**src/rtl/gibbs_scheduler.sv**
```systemverilog
// gibbs_scheduler: checkerboard block-Gibbs sequencer for a ROWS x COLS grid
// of Boltzmann nodes. It runs burn-in sweeps, then captures and emits thinned
// snapshots of the node outputs over a valid/ready handshake.
//
// Handshake (sample_valid / sample_ready): sample_valid is high only while the
// FSM sits in EMIT. sample_data is stable for as long as sample_valid is high.
// A transfer happens on any rising edge where sample_valid & sample_ready are
// both 1. sample_valid never depends combinationally on sample_ready.
module gibbs_scheduler #(
  parameter int ROWS   = 2,
  parameter int COLS   = 2,
  parameter int SETTLE = 2,
  localparam int N     = ROWS * COLS
) (
  input  logic          clk,
  input  logic          rst,
  input  logic          start,
  input  logic          abort,
  input  logic [15:0]   burn_in,
  input  logic [15:0]   num_samples,
  input  logic [7:0]    thin,
  input  logic [N-1:0]  node_state,
  output logic [N-1:0]  upd_en,
  output logic [N-1:0]  sample_data,
  output logic          sample_valid,
  input  logic          sample_ready,
  output logic          busy,
  output logic          done,
  output logic [2:0]    dbg_state
);

  localparam int PW = $clog2(SETTLE + 1);
  localparam logic [PW-1:0] PH_FIRST = PW'(SETTLE - 1);

  typedef enum logic [2:0] {
    S_IDLE    = 3'd0,
    S_BURN    = 3'd1,
    S_SAMPLE  = 3'd2,
    S_CAPTURE = 3'd3,
    S_EMIT    = 3'd4,
    S_DONE    = 3'd5
  } state_t;

  state_t        state_q, state_d;
  logic [PW-1:0] phase_q, phase_d;     // cycles left in the current phase, minus one
  logic          colour_q, colour_d;   // colour being updated in this phase
  logic [15:0]   sweep_q, sweep_d;     // burn-in sweeps left, including the current one
  logic [7:0]    thin_cnt_q, thin_cnt_d; // sampling sweeps left before a capture
  logic [7:0]    thin_eff_q, thin_eff_d;
  logic [15:0]   samp_q, samp_d;       // snapshots still to be emitted
  logic [N-1:0]  data_q, data_d;

  logic [N-1:0]  mask0, mask1;
  logic          phase_end;
  logic          sweep_end;
  logic [7:0]    thin_eff_in;

  // Checkerboard colour masks: node (r,c) belongs to colour (r+c) mod 2.
  always_comb begin
    mask0 = '0;
    mask1 = '0;
    for (int r = 0; r < ROWS; r++) begin
      for (int c = 0; c < COLS; c++) begin
        if (((r + c) % 2) == 0) mask0[r*COLS+c] = 1'b1;
        else                    mask1[r*COLS+c] = 1'b1;
      end
    end
  end

  // Next-state and counter logic; abort overrides everything except reset.
  always_comb begin
    state_d    = state_q;
    phase_d    = phase_q;
    colour_d   = colour_q;
    sweep_d    = sweep_q;
    thin_cnt_d = thin_cnt_q;
    thin_eff_d = thin_eff_q;
    samp_d     = samp_q;
    data_d     = data_q;

    thin_eff_in = (thin == 8'd0) ? 8'd1 : thin;
    phase_end   = (phase_q == '0);
    sweep_end   = phase_end && colour_q;

    case (state_q)
      S_IDLE: begin
        if (start && !abort) begin
          thin_eff_d = thin_eff_in;
          thin_cnt_d = thin_eff_in;
          samp_d     = num_samples;
          sweep_d    = burn_in;
          phase_d    = PH_FIRST;
          colour_d   = 1'b0;
          if (burn_in != 16'd0)          state_d = S_BURN;
          else if (num_samples != 16'd0) state_d = S_SAMPLE;
          else                           state_d = S_DONE;
        end
      end
      S_BURN, S_SAMPLE: begin
        // Phase counter wraps into the other colour at the end of each phase;
        // after colour 1 this lands back on colour 0 for the next sweep.
        if (!phase_end) begin
          phase_d = phase_q - 1'b1;
        end else begin
          phase_d  = PH_FIRST;
          colour_d = ~colour_q;
        end
        if (sweep_end) begin
          if (state_q == S_BURN) begin
            if (sweep_q == 16'd1) begin
              thin_cnt_d = thin_eff_q;
              state_d    = (samp_q == 16'd0) ? S_DONE : S_SAMPLE;
            end else begin
              sweep_d = sweep_q - 16'd1;
            end
          end else begin
            if (thin_cnt_q == 8'd1) state_d = S_CAPTURE;
            else                    thin_cnt_d = thin_cnt_q - 8'd1;
          end
        end
      end
      S_CAPTURE: begin
        data_d  = node_state;
        state_d = S_EMIT;
      end
      S_EMIT: begin
        if (sample_ready) begin
          samp_d = samp_q - 16'd1;
          if (samp_q == 16'd1) begin
            state_d = S_DONE;
          end else begin
            thin_cnt_d = thin_eff_q;
            phase_d    = PH_FIRST;
            colour_d   = 1'b0;
            state_d    = S_SAMPLE;
          end
        end
      end
      S_DONE: begin
        state_d = S_IDLE;
      end
      default: begin
        state_d = S_IDLE;
      end
    endcase

    if (abort && (state_q != S_IDLE)) begin
      state_d    = S_IDLE;
      phase_d    = '0;
      colour_d   = 1'b0;
      sweep_d    = '0;
      thin_cnt_d = '0;
      thin_eff_d = '0;
      samp_d     = '0;
      data_d     = '0;
    end
  end

  // State and counter registers with synchronous active-high reset.
  always_ff @(posedge clk) begin
    if (rst) begin
      state_q    <= S_IDLE;
      phase_q    <= '0;
      colour_q   <= 1'b0;
      sweep_q    <= '0;
      thin_cnt_q <= '0;
      thin_eff_q <= '0;
      samp_q     <= '0;
      data_q     <= '0;
    end else begin
      state_q    <= state_d;
      phase_q    <= phase_d;
      colour_q   <= colour_d;
      sweep_q    <= sweep_d;
      thin_cnt_q <= thin_cnt_d;
      thin_eff_q <= thin_eff_d;
      samp_q     <= samp_d;
      data_q     <= data_d;
    end
  end

  // Moore outputs: update pulse only in the first cycle of each phase.
  always_comb begin
    upd_en       = '0;
    sample_valid = 1'b0;
    sample_data  = '0;
    busy         = 1'b0;
    done         = 1'b0;
    dbg_state    = state_q;
    case (state_q)
      S_BURN, S_SAMPLE: begin
        busy = 1'b1;
        if (phase_q == PH_FIRST) upd_en = colour_q ? mask1 : mask0;
      end
      S_CAPTURE: busy = 1'b1;
      S_EMIT: begin
        busy         = 1'b1;
        sample_valid = 1'b1;
        sample_data  = data_q;
      end
      S_DONE:  done = 1'b1;
      default: ;
    endcase
  end

endmodule

```
**config.mk**
```make
export PLATFORM = sky130hd
export DESIGN_NAME = gibbs_scheduler
export DESIGN_NICKNAME = d
export VERILOG_FILES = /design/src/rtl/gibbs_scheduler.sv
export SDC_FILE = /design/constraint.sdc
export NUM_CORES = 1
export LEC_CHECK = 0
export ABC_AREA = 0
export CAP_MARGIN = 30
export CORE_UTILIZATION = 55
export CTS_BUF_LIST = sky130_fd_sc_hd__clkbuf_4
export DETAILED_ROUTE_END_ITERATION = 7
export GPL_ROUTABILITY_DRIVEN = 0
export PLACE_DENSITY = 0.81
export SYNTH_ARGS = -nofsm -noshare
export SYNTH_HDL_FRONTEND = slang
export SYNTH_SLANG_ARGS = --single-unit
```
**constraint.sdc**
```tcl
create_clock -name clk -period 5.5 [get_ports clk]
set_clock_uncertainty 0.1 [all_clocks]
set_input_delay 1.1 -clock clk [delete_from_list [all_inputs] [get_ports clk]]
set_output_delay 1.1 -clock clk [all_outputs]
set_load 0.02 [all_outputs]
```
---- After elaboration in Yosys (flattened, before gate mapping) ----
Cells that the tools add are included.
word-level totals
  output and inout bits ................... 14
  bits in registers ....................... 58
  input bits .............................. 49
  logic and storage cells ................. 101
operators by class
  eq/ne operators ......................... 19
  add/subtract/negate cells ............... 4
  bitwise operators ....................... 1
  muxes and demuxes ....................... 45
  reductions and logical operators ........ 24
operators with widths
  cell                                                   number
  2-to-1 mux 16 bit                                      6
  2-to-1 mux 8 bit                                       8
  one-hot mux 16 bit (2 select lines)                    2
  equality test 16 x 1 -> 1 bit (second input constant)  2
  nonzero test 16 bit                                    2
  subtractor 16 x 1 -> 16 bit (second input constant)    2
  2-to-1 mux 3 bit                                       10
  one-hot mux 8 bit (3 select lines)                     1
  logical NOT 16 bit                                     1
  2-to-1 mux 4 bit                                       4
  AND reduction 5 bit                                    3
  inequality test 2 bit (second input constant)          7
  one-hot mux 3 bit (4 select lines)                     1
  inequality test 3 bit (second input constant)          3
  equality test 8 x 1 -> 1 bit (second input constant)   1
  logical NOT 8 bit                                      1
  2-to-1 mux 2 bit                                       4
  subtractor 8 x 1 -> 8 bit (second input constant)      1
  2-to-1 mux 1 bit                                       7
  AND reduction 7 bit                                    1
  equality test 3 x 2 -> 1 bit (second input constant)   2
  equality test 3 bit (second input constant)            2
  one-hot mux 2 bit (3 select lines)                     1
  nonzero test 3 bit                                     2
  15 further kinds                                       19

---- Logic depth before layout (Yosys ltp) ----
  word-level depth ........................ 6
  mapped depth ............................ 8
  gate-level depth less buffers ........... 7

---- Worst setup path before layout ----
OpenSTA, ideal clock, no wires.
  kind .................................... reg-to-output
  start ................................... register state_q[0] (netlist: dbg_state[0])
  end ..................................... output upd_en[2]
  required time ........................... 4.300 ns
  cell stages (with the launch flop) ...... 8
  slack ................................... 1.921 ns
  data arrival time ....................... 2.379 ns
  buffers on the path ..................... 3
  cells stage by stage .................... dfxtp_1 buf_2 xnor2_1 nor2_1 clkbuf_1 nand2_1 nor3b_1 buf_4
on the way
  word-level cells in the longest chain between the ends .. 3
  elaborated cells on any way between the ends .. 4
  classes of those cells .................. eq/ne (2); mux (1); reduce/logical (1)
RTL lines
  item                                                                                 RTL line  text
  from (decl)                                                                          44        state_t state_q, state_d;
  from (signal assigned)                                                               171       state_q <= state_d;
  equality test 3 x 1 -> 1 bit / equality test 3 x 2 -> 1 bit (equally long branches)  190       case (state_q)
  OR reduction 2 bit *                                                                 190
  2-to-1 mux 4 bit *                                                                   190
  to (decl)                                                                            23        output logic [N-1:0] upd_en,
Every way passes the cells marked *; elsewhere a longest branch is shown, timed or not.

---- Final worst setup path ----
  start ................................... register state_q[1] (netlist: dbg_state[1])
  end ..................................... output upd_en[1]
The elaborated chain is that of the path after synthesis.

==> reports/summary.txt <==
status = finished clean
R2R depth = 6
peak supply drop = 182 uV
final setup fails = 0
hold_ws = 0.403 ns
clk root buf = clkbuf_4
Power Total = 1980 uW
crit path DAT = 3.10 ns
Layout Nets = 616
Seq/Total Area, Yosys = 28.9%
synthesized area = 0.00402 mm^2
TritonCTS clock tree = yes
post-route cell area = 0.00478 mm^2
Max Cap Viol = 0
Clk pin slew, worst setup/hold paths = 0.11 ns
most common cell after layout, fill and taps aside = clkdlybuf4s50_1
Bufs on Longest Clock Path = 2
die area = 0.00765 mm^2
post-route minimum period = 4.30 ns
main flop type after synthesis = dfxtp_1
share of layout cells above drive strength 1 = 8.67%
Peak Freq = 232 MHz
post-synthesis net count = 569
Post-CTS Setup Repair Bufs = 0
Post-Synthesis Cells = 513
CTS sink cnt = 58
slew at the pin closest to its max-slew limit = 0.923 ns
vias = 4,267
number of CTS-inserted buffers = 9
crit path cell chain = xnor2_1 -> nor2_1 -> buf_4 -> nand2_1 -> nor3b_1 -> clkdlybuf4s50_1
Via-to-Cell Ratio = 6.46
Util after Layout = 69.3%
Syn-to-layout area delta = 19.1%
hold path depth = 2
commonest cells after routing, fill and taps aside = clkdlybuf4s50_1 (62), dfxtp_1 (58), nor2_1 (48)
Post-synth EDFFs = 0
worst reg2reg startpoint = dbg_state[1]
Resize count post-CTS = 0
Synth warnings = 0
Slew Viols, Final = 0
WHS Endpoint = phase_q[1]
Crit Path Class = flop to primary output
final hold vios = 0
largest net degree at the start of global routing = 45
row count = 30
# hold bufs at CTS = 0
number of antenna diodes = 0
initial antenna violation count = 0
Yosys reg bits = 58
die width = 87.5 um
FF-to-FF setup slack = 2.94 ns
post-synth top area share = 28.9%
PD cells = 413 mW/mm^2
Die Ht = 87.5 um
Async SR Flop Fraction = 0%
first-pass GRT wire length = 18,200 um
GRT Overall Usage = 30.2%
Hold Path Class = flop to flop
placed instance area = 0.00465 mm^2
element type at the critical path start = flop
Starting Density = 58.2%
HPWL after detailed placement = 7830 um
count of cell types in the netlist = 74
Port-buffer cells = 62
Initial DRC Count = 390
fillers = 614
Final period util = 78.2%
WL/cell = 16.8 um
drt total wl = 11,100 um
RSZ-0062 raised after global routing = false
final setup TNS = 0 ns
vias in the first global route = 3,872
Residual DRC = 0
Final ANT Viol Nets = 0
clk_lat worst skew = 0.42 ns
core area = 0.00691 mm^2
Min-Delay Startpoint = phase_q[1]
syn avg cell area = 7.83 um^2
drt pass-1 iters = 5
synth top area cells = dfxtp_1 (29%), a21oi_1 (5.6%), nor2_1 (4.5%)
# H-tree levels = 3
IO Count = 63
Rel. slew slack = 38.4%
reg-to-reg endpoint = sweep_q[8]
Leakage = 0.00167 uW
Worst setup EP type = primary output
Max Fanout on Critical Path = 26
Synth area leader = dfxtp_1
Critical-path top delay cell = dfxtp_1
Worst path max stage delay = 0.87 ns
GRT overflow = 0
critical path required time = 4.30 ns
worst max-delay path: cells and delay by family (launching register included):
kind	cells	cell delay, ns
flops	1	0.87
xor+xnor	1	0.26
simple gates	3	0.59
buf+inv	2	0.94
layout make-up:
class                   instances  area, um^2  share of cell area [%]
clock buffers                  10        75.1                    1.57
clock inverters                 6        57.6                    1.20
inverters                      13        48.8                    1.02
multi-input cells             409        2630                    55.0
flip-flops and latches         58        1160                    24.3
well taps                      96         120                    2.51
repair buffers                 69         689                    14.4
per-layer routing:
layer	vias to the layer above	GRT usage, %	wire length [um]	part of all wire, %
met4	0	11.2	213	1.9
met5	-	0	0	0
met3	24	3.60	611	5.5
met2	171	50.6	5370	48
met1	2010	39.7	4920	44
li1	2062	-	-	-
registers in the layout (all words and copies together) (netlist names):
| signal | count |
|---|---|
| samp_q | 16 |
| colour_q | 1 |
| thin_eff_q | 8 |
| sweep_q | 16 |
| thin_cnt_q | 8 |
| data_q | 4 |
| dbg_state | 3 |
| phase_q | 2 |
where the power goes:
part | leakage [uW] | switching [uW] | internal (uW)
clock network | 0.0000759 | 169 | 140
registers | 0.000474 | 111 | 505
logic | 0.00112 | 635 | 418
total | 0.00167 | 914 | 1060
through the flow:
step                      cells  worst slack [ns]
after floorplan             513              1.92
after global placement      642              1.85
after detailed placement    645              1.73
after CTS                   661              1.22
after global routing        661              1.04
final                       661              1.20
Yosys cell counts (all sizes together) (13+ instances only):
| library cell | number |
|---|---|
| a211oi | 13 |
| a21oi | 45 |
| clkbuf | 23 |
| dfxtp | 58 |
| inv | 13 |
| mux2i | 17 |
| nand2 | 31 |
| nand3 | 23 |
| nand4 | 13 |
| nor2 | 50 |
| nor3 | 18 |
| nor4 | 20 |
| o21ai | 42 |
cell families after synthesis:
group           Yosys count  share of synthesized area (%)
compound gates          176                           29.4
xor+xnor                  4                          0.872
fa+ha+maj                 8                           2.43
buf+inv                  46                           5.57
flops                    58                           28.9
mux                      17                           4.24
simple gates            204                           28.6
worst max path at each step:
stage | from | end
after floorplan | dbg_state[0] | upd_en[2]
after global placement | dbg_state[1] | upd_en[2]
after detailed placement | dbg_state[1] | upd_en[1]
after CTS | dbg_state[1] | upd_en[1]
after global routing | dbg_state[1] | upd_en[1]
final | dbg_state[1] | upd_en[1]
No activity file was read; power rests on OpenSTA's default activity.
